<file path="src/rtl/fetch_pkg.sv">
// Shared definitions for the fetch stage and the downstream control decoder.
// Holds the widths, the halt/NOP encodings and the fetch FSM state type.
package fetch_pkg;

    localparam int INSTR_W   = 9;
    localparam int LUT_PTR_W = 4;
    localparam int LUT_DEPTH = 1 << LUT_PTR_W;

    localparam logic [5:0]         HALT_OP   = 6'b111111;
    localparam logic [INSTR_W-1:0] NOP_INSTR = 9'b111111000;

    typedef enum logic [1:0] {
        ST_IDLE = 2'd0,
        ST_RUN  = 2'd1,
        ST_DONE = 2'd2
    } state_t;

    function automatic logic [15:0] sat_inc16(input logic [15:0] v);
        return (v == 16'hFFFF) ? v : v + 16'd1;
    endfunction

endpackage

</file>
<file path="src/rtl/jump_lut.sv">
// 16-entry jump-target register file: one combinational read port and one
// clocked write port. A same-cycle read of the written index sees the old entry.
module jump_lut
    import fetch_pkg::*;
#(
    parameter int PC_W = 10
) (
    input  logic                 clk,
    input  logic                 reset,
    input  logic                 i_we,
    input  logic [LUT_PTR_W-1:0] i_waddr,
    input  logic [PC_W-1:0]      i_wdata,
    input  logic [LUT_PTR_W-1:0] i_raddr,
    output logic [PC_W-1:0]      o_rdata
);

    logic [PC_W-1:0] r_mem [LUT_DEPTH];

    always_ff @(posedge clk or posedge reset) begin
        if (reset) begin
            for (int i = 0; i < LUT_DEPTH; i++) begin
                r_mem[i] <= '0;
            end
        end else if (i_we) begin
            r_mem[i_waddr] <= i_wdata;
        end
    end

    assign o_rdata = r_mem[i_raddr];

endmodule

</file>
<file path="src/rtl/fetch_unit.sv">
// Instruction-fetch stage: PC, start/done handshake, halt detection, jump
// redirection through jump_lut and a saturating count of executed RUN cycles.
//
// state   | meaning
// IDLE    | waiting for start, pc parked at START_ADDR, NOP to decoder
// RUN     | fetching/executing, instr follows imem_data unless stalled
// DONE    | halt seen, pc parked on halt address, done asserted
module fetch_unit
    import fetch_pkg::*;
#(
    parameter int              PC_W       = 10,
    parameter logic [PC_W-1:0] START_ADDR = '0,
    parameter logic [5:0]      HALT_OP    = fetch_pkg::HALT_OP
) (
    input  logic                 clk,
    input  logic                 reset,
    input  logic                 start,
    input  logic                 stall,
    input  logic                 pc_jmp_en,
    input  logic [LUT_PTR_W-1:0] lut_ptr,
    input  logic                 lut_we,
    input  logic [LUT_PTR_W-1:0] lut_waddr,
    input  logic [PC_W-1:0]      lut_wdata,
    output logic [PC_W-1:0]      imem_addr,
    input  logic [INSTR_W-1:0]   imem_data,
    output logic [INSTR_W-1:0]   instr,
    output logic                 running,
    output logic                 done,
    output logic [15:0]          cycle_count
);

    state_t          r_state;
    state_t          w_state_nxt;
    logic [PC_W-1:0] r_pc;
    logic [PC_W-1:0] w_pc_nxt;
    logic [15:0]     r_cycle_count;
    logic [15:0]     w_cnt_nxt;
    logic            r_running;
    logic            r_done;
    logic [PC_W-1:0] w_jmp_target;
    logic            w_halt;

    jump_lut #(
        .PC_W (PC_W)
    ) u_jump_lut (
        .clk     (clk),
        .reset   (reset),
        .i_we    (lut_we),
        .i_waddr (lut_waddr),
        .i_wdata (lut_wdata),
        .i_raddr (lut_ptr),
        .o_rdata (w_jmp_target)
    );

    assign w_halt = (imem_data[8:3] == HALT_OP);

    always_comb begin
        w_state_nxt = r_state;
        w_pc_nxt    = r_pc;
        w_cnt_nxt   = r_cycle_count;
        instr       = NOP_INSTR;
        case (r_state)
            ST_IDLE: begin
                w_pc_nxt = START_ADDR;
                if (start) begin
                    w_state_nxt = ST_RUN;
                    w_cnt_nxt   = '0;
                end
            end
            ST_RUN: begin
                // Stall masks the instruction so the decoder sees no side effects.
                if (!stall) begin
                    instr     = imem_data;
                    w_cnt_nxt = sat_inc16(r_cycle_count);
                    if (w_halt) begin
                        w_state_nxt = ST_DONE;
                    end else if (pc_jmp_en) begin
                        w_pc_nxt = w_jmp_target;
                    end else begin
                        w_pc_nxt = r_pc + PC_W'(1);
                    end
                end
            end
            ST_DONE: begin
                if (start) begin
                    w_state_nxt = ST_RUN;
                    w_pc_nxt    = START_ADDR;
                    w_cnt_nxt   = '0;
                end
            end
            default: begin
                w_state_nxt = ST_IDLE;
                w_pc_nxt    = START_ADDR;
            end
        endcase
    end

    always_ff @(posedge clk or posedge reset) begin
        if (reset) begin
            r_state       <= ST_IDLE;
            r_pc          <= START_ADDR;
            r_cycle_count <= '0;
            r_running     <= 1'b0;
            r_done        <= 1'b0;
        end else begin
            r_state       <= w_state_nxt;
            r_pc          <= w_pc_nxt;
            r_cycle_count <= w_cnt_nxt;
            r_running     <= (w_state_nxt == ST_RUN);
            r_done        <= (w_state_nxt == ST_DONE);
        end
    end

    assign imem_addr   = r_pc;
    assign running     = r_running;
    assign done        = r_done;
    assign cycle_count = r_cycle_count;

endmodule

</file>
<file path="config.mk">
export PLATFORM = sky130hd
export DESIGN_NAME = fetch_unit
export DESIGN_NICKNAME = d
export VERILOG_FILES = /design/src/rtl/fetch_pkg.sv /design/src/rtl/jump_lut.sv /design/src/rtl/fetch_unit.sv
export SDC_FILE = /design/constraint.sdc
export NUM_CORES = 1
export LEC_CHECK = 0
export BUFFER_PORTS_ARGS = -buffer_cell sky130_fd_sc_hd__buf_2
export CAP_MARGIN = 20
export CORE_UTILIZATION = 23
export CTS_CLUSTER_SIZE = 40
export DETAILED_ROUTE_END_ITERATION = 12
export PLACE_DENSITY_LB_ADDON = 0.2
export REMOVE_ABC_BUFFERS = 1
export SYNTH_ARGS = -nofsm -noshare
export SYNTH_HDL_FRONTEND = slang
export SYNTH_HIERARCHICAL = 1
export SYNTH_SLANG_ARGS = --single-unit
</file>
<file path="constraint.sdc">
create_clock -name clk -period 11 [get_ports clk]
set_input_delay 1.1 -clock clk [delete_from_list [all_inputs] [get_ports clk]]
set_output_delay 1.1 -clock clk [all_outputs]
set_load 0.02 [all_outputs]
</file>
==> Flow_metrics.wiki <==
{| class="wikitable"
! Metric !! Value
|-
| Outcome || finished clean
|-
| PwrDens || 195 nW/um^2
|-
| GR Overflow Total || 0
|-
| Highest clock rate || 284 MHz
|-
| Fraction of final layout cells with drive strength greater than 1 || 0.443
|-
| Final Setup Violations || 0
|-
| Setup repair after global routing missed its margin || false
|-
| Class of the most critical setup path || reg -> out
|-
| Dominant combinational cell family by area after synthesis || multiplexers
|-
| Mean number of vias per cell || 4.67
|-
| Worst-margin pin slew || 1.04 ns
|-
| Buffers inserted during post-CTS setup optimization || 0
|-
| Leading cell types in the layout, fill and taps excluded || sky130_fd_sc_hd__dfrtp_1, sky130_fd_sc_hd__mux2_2, sky130_fd_sc_hd__buf_2
|-
| Gates resized, CTS repair || 0
|-
| Post-synthesis sequential element count || 190
|-
| Number of sinks handled by clock tree synthesis || 190
|-
| Port Buf Inserts || 69
|-
| Synthesis warning total || 6
|-
| Leakage component of the power || 0.00465 uW
|-
| Reg2Reg Depth || 5
|-
| Starting Density || 0.234
|-
| Maximum number of pins on one net before global-route repair || 106
|-
| Signal arrival time at the worst endpoint || 2.42 ns
|-
| Setup skew after layout || 0.00959 ns
|-
| Pre-CTS WS || 7.49 ns
|-
| Worst VDD drop || 0.0942 mV
|-
| Num rows || 73
|-
| Mean instance size in the synthesized netlist || 14.1 sq um
|-
| Post-synthesis adder-cell area fraction || 0.00268
|-
| Total routed wirelength || 25.0 mm
|-
| Kind of end point of the critical path || output pin
|-
| Max stage delay cell, worst path || sky130_fd_sc_hd__dfrtp_1
|-
| Worst r2r dst || cycle_count[3]
|-
| Mean routed wirelength per cell || 19.9 um
|-
| FFs w/ async S/R, synth || 1.00
|-
| Drc violations || 0
|-
| Number of global-route vias before repair || 5937
|-
| Detailed router's first-iteration violation count || 316
|-
| Cell area after layout || 10800 sq um
|-
| Worst-case setup margin in the final layout || 7.48 ns
|-
| Area of the die || 41400 sq um
|-
| Min Clock Period, post-route || 3.52 ns
|-
| Num CTS Buffers || 17
|-
| Post-detail-place hpwl || 15.5 mm
|-
| Number of nets in the layout || 754
|-
| Clock transition time at the flip-flop clock pins of the worst setup and hold paths || 0.08 ns
|-
| Overall Global Routing Usage || 0.126
|-
| Count of hold buffers inserted by post-cts repair || 0
|-
| Area grow syn2layout || 16.2%
|-
| Number of hold violations in the final report || 0
|-
| Hold worst-path end || u_jump_lut/r_mem[134]
|-
| Main flop type after synthesis || sky130_fd_sc_hd__dfrtp_1
|-
| Width of the die || 203 um
|-
| N_diodes || 0
|-
| Floorplan Core Area || 39900 sq um
|-
| Post-DRT Antenna Nets || 0
|-
| Gate count of the mapped netlist || 663
|-
| Headroom to the max-slew limit || 0.306
|-
| Critical Path, Cell by Cell || nor3b_2 -> and2_1 -> buf_2
|-
| Share of cell area taken by muxes after synthesis || 0.303
|-
| Reg-to-reg slack, setup || 8.25 ns
|-
| Master cell of the clock root buffer || sky130_fd_sc_hd__clkbuf_16
|-
| Share of the synthesized area in compound gates (AO/OA/AOI/OAI) || 0.0685
|-
| Detailed-route via count || 5871
|-
| Simple-Gate Fraction of Synth Area || 0.0874
|-
| Hold path cells || 1
|-
| Worst hold path type || reg -> reg
|-
| Chip height || 203 um
|-
| Number of max-slew violations in the final report || 0
|-
| Clock tree from TritonCTS || built
|-
| Cell variety after synth || 71
|-
| Parity-gate share of the synthesized area counting xor and xnor cells || 0.00188
|-
| Final TNS setup || 0 ns
|-
| CP startpoint kind || flop
|-
| Most common cell after layout, fill and taps aside || sky130_fd_sc_hd__dfrtp_1
|-
| Total number of H-tree levels || 4
|-
| Clock latency of the later-clocked register in the worst-skew pair || 0.45 ns
|-
| Number of iterations in the first detailed-routing pass || 5
|-
| Final worst path period share || 0.320
|-
| Area post-placement || 10200 sq um
|-
| Max-cap violations || 0
|-
| Largest driver fanout on the critical path || 27
|-
| Number of buffers on the longest clock path || 2
|-
| Antenna violations before repair || 0
|-
| Critical path required time || 9.90 ns
|-
| Global-route wire length before repair || 38.6 mm
|-
| Number of enable-type register cells in the synthesized netlist || 0
|-
| Weighted congestion at the end of routability-driven global placement || 0.714
|-
| Cell area after synthesis || 9330 sq um
|-
| Portion of the post-synthesis area used by sequential elements || 0.510
|-
| Worst reg2reg startpoint || r_state[0]
|-
| Hold_sp || u_jump_lut/r_mem[134]
|-
| Share of the core filled with cells in the final layout || 0.272
|-
| Ports || 70
|-
| Slowest Stage Delay on Critical Path || 0.90 ns
|-
| Power, Total || 2110 uW
|}
power breakdown:
part | switching [uW] | total [uW] | leakage (uW) | internal, uW
Clock | 323 | 630 | 0.000282 | 307
Combinational | 223 | 487 | 0.00203 | 264
Sequential | 130 | 996 | 0.00235 | 867
Total | 675 | 2110 | 0.00465 | 1440
metal layers:
metal	GRT usage	part of all wire	up-vias	wire length, um
met4	0.0258	0.0078	0	195
met5	0	0	-	0
met2	0.179	0.43	126	10800
li1	-	-	2631	-
met1	0.192	0.52	3101	12900
met3	0.0268	0.042	13	1050
registers in the layout, indices dropped and copies added (netlist names):
register	count
running	1
cycle_count	16
imem_addr	10
done	1
r_state	2
u_jump_lut/r_mem	160
critical path, delay by kind of cell (launching register included):
family                 cells  cell delay (ns)
buffers and inverters      1             0.15
flip-flops                 1             0.90
AND/OR/NAND/NOR            2             0.92
cell type report:
cell class / count / area, sq um
timing repair buffer: 81 / 455
tap: 525 / 657
clock buffer: 17 / 425
fill: 4090 / 29100
inverter: 6 / 27.5
sequential: 190 / 4750
multi-input combinational: 423 / 4350
clock inverter: 15 / 175
logic make-up after synthesis:
kind of cell | after synthesis
buffers and inverters | 50
multiplexers | 201
adder cells (fa/ha/maj) | 2
AO/OA/AOI/OAI | 87
AND/OR/NAND/NOR | 131
flip-flops | 190
XOR/XNOR | 2
worst max path at each step:
| stage | depth (start not counted) | slack, ns | end | from |
|---|---|---|---|---|
| 3_5_place_dp | 8 | 7.49 | imem_addr[7] | lut_ptr[0] |
| 2_1_floorplan | 1 | 5.58 | u_jump_lut/r_mem[0] | reset |
| 4_1_cts | 3 | 7.44 | instr[2] | r_state[0] |
| 5_1_grt | 3 | 7.27 | instr[1] | r_state[0] |
| 6_report | 3 | 7.48 | instr[2] | r_state[0] |
| 3_3_place_gp | 8 | 7.47 | imem_addr[7] | lut_ptr[0] |
cells in the mapped netlist (3+ instances only):
cell,count,area (sq um)
sky130_fd_sc_hd__buf_1,3,11.3
sky130_fd_sc_hd__a221o_1,5,50.1
sky130_fd_sc_hd__mux2_2,116,1310
sky130_fd_sc_hd__nor3b_1,4,30.0
sky130_fd_sc_hd__nand4_1,11,68.8
sky130_fd_sc_hd__dfrtp_1,190,4750
sky130_fd_sc_hd__nor3_1,3,15.0
sky130_fd_sc_hd__nor2_1,10,37.5
sky130_fd_sc_hd__mux2_4,30,450
sky130_fd_sc_hd__o31ai_1,5,37.5
sky130_fd_sc_hd__a31oi_1,8,50.1
sky130_fd_sc_hd__buf_2,16,80.1
sky130_fd_sc_hd__and3_1,3,18.8
sky130_fd_sc_hd__nand2_1,36,135
sky130_fd_sc_hd__a21boi_0,3,22.5
sky130_fd_sc_hd__nand2b_1,8,50.1
sky130_fd_sc_hd__nand3_1,13,65.1
sky130_fd_sc_hd__clkbuf_1,17,63.8
sky130_fd_sc_hd__a21oi_1,6,30.0
sky130_fd_sc_hd__nand4bb_1,4,45.0
sky130_fd_sc_hd__a22oi_1,22,165
sky130_fd_sc_hd__inv_1,6,22.5
sky130_fd_sc_hd__o21ai_0,10,50.1
sky130_fd_sc_hd__mux2_1,14,158
sky130_fd_sc_hd__mux4_2,40,901
sky130_fd_sc_hd__and4_1,4,35.0
sky130_fd_sc_hd__o211ai_1,6,45.0
sky130_fd_sc_hd__and2_1,5,31.3
sky130_fd_sc_hd__nor2b_1,6,37.5
sky130_fd_sc_hd__buf_6,4,45.0
through the flow:
step           instances  hold slack, ns
6_report            1257           0.487
5_1_grt             1257           0.505
4_1_cts             1256           0.486
3_5_place_dp        1224           0.469
3_3_place_gp        1224           0.462
2_1_floorplan        619           0.452
No activity file was read; power rests on OpenSTA's default activity.
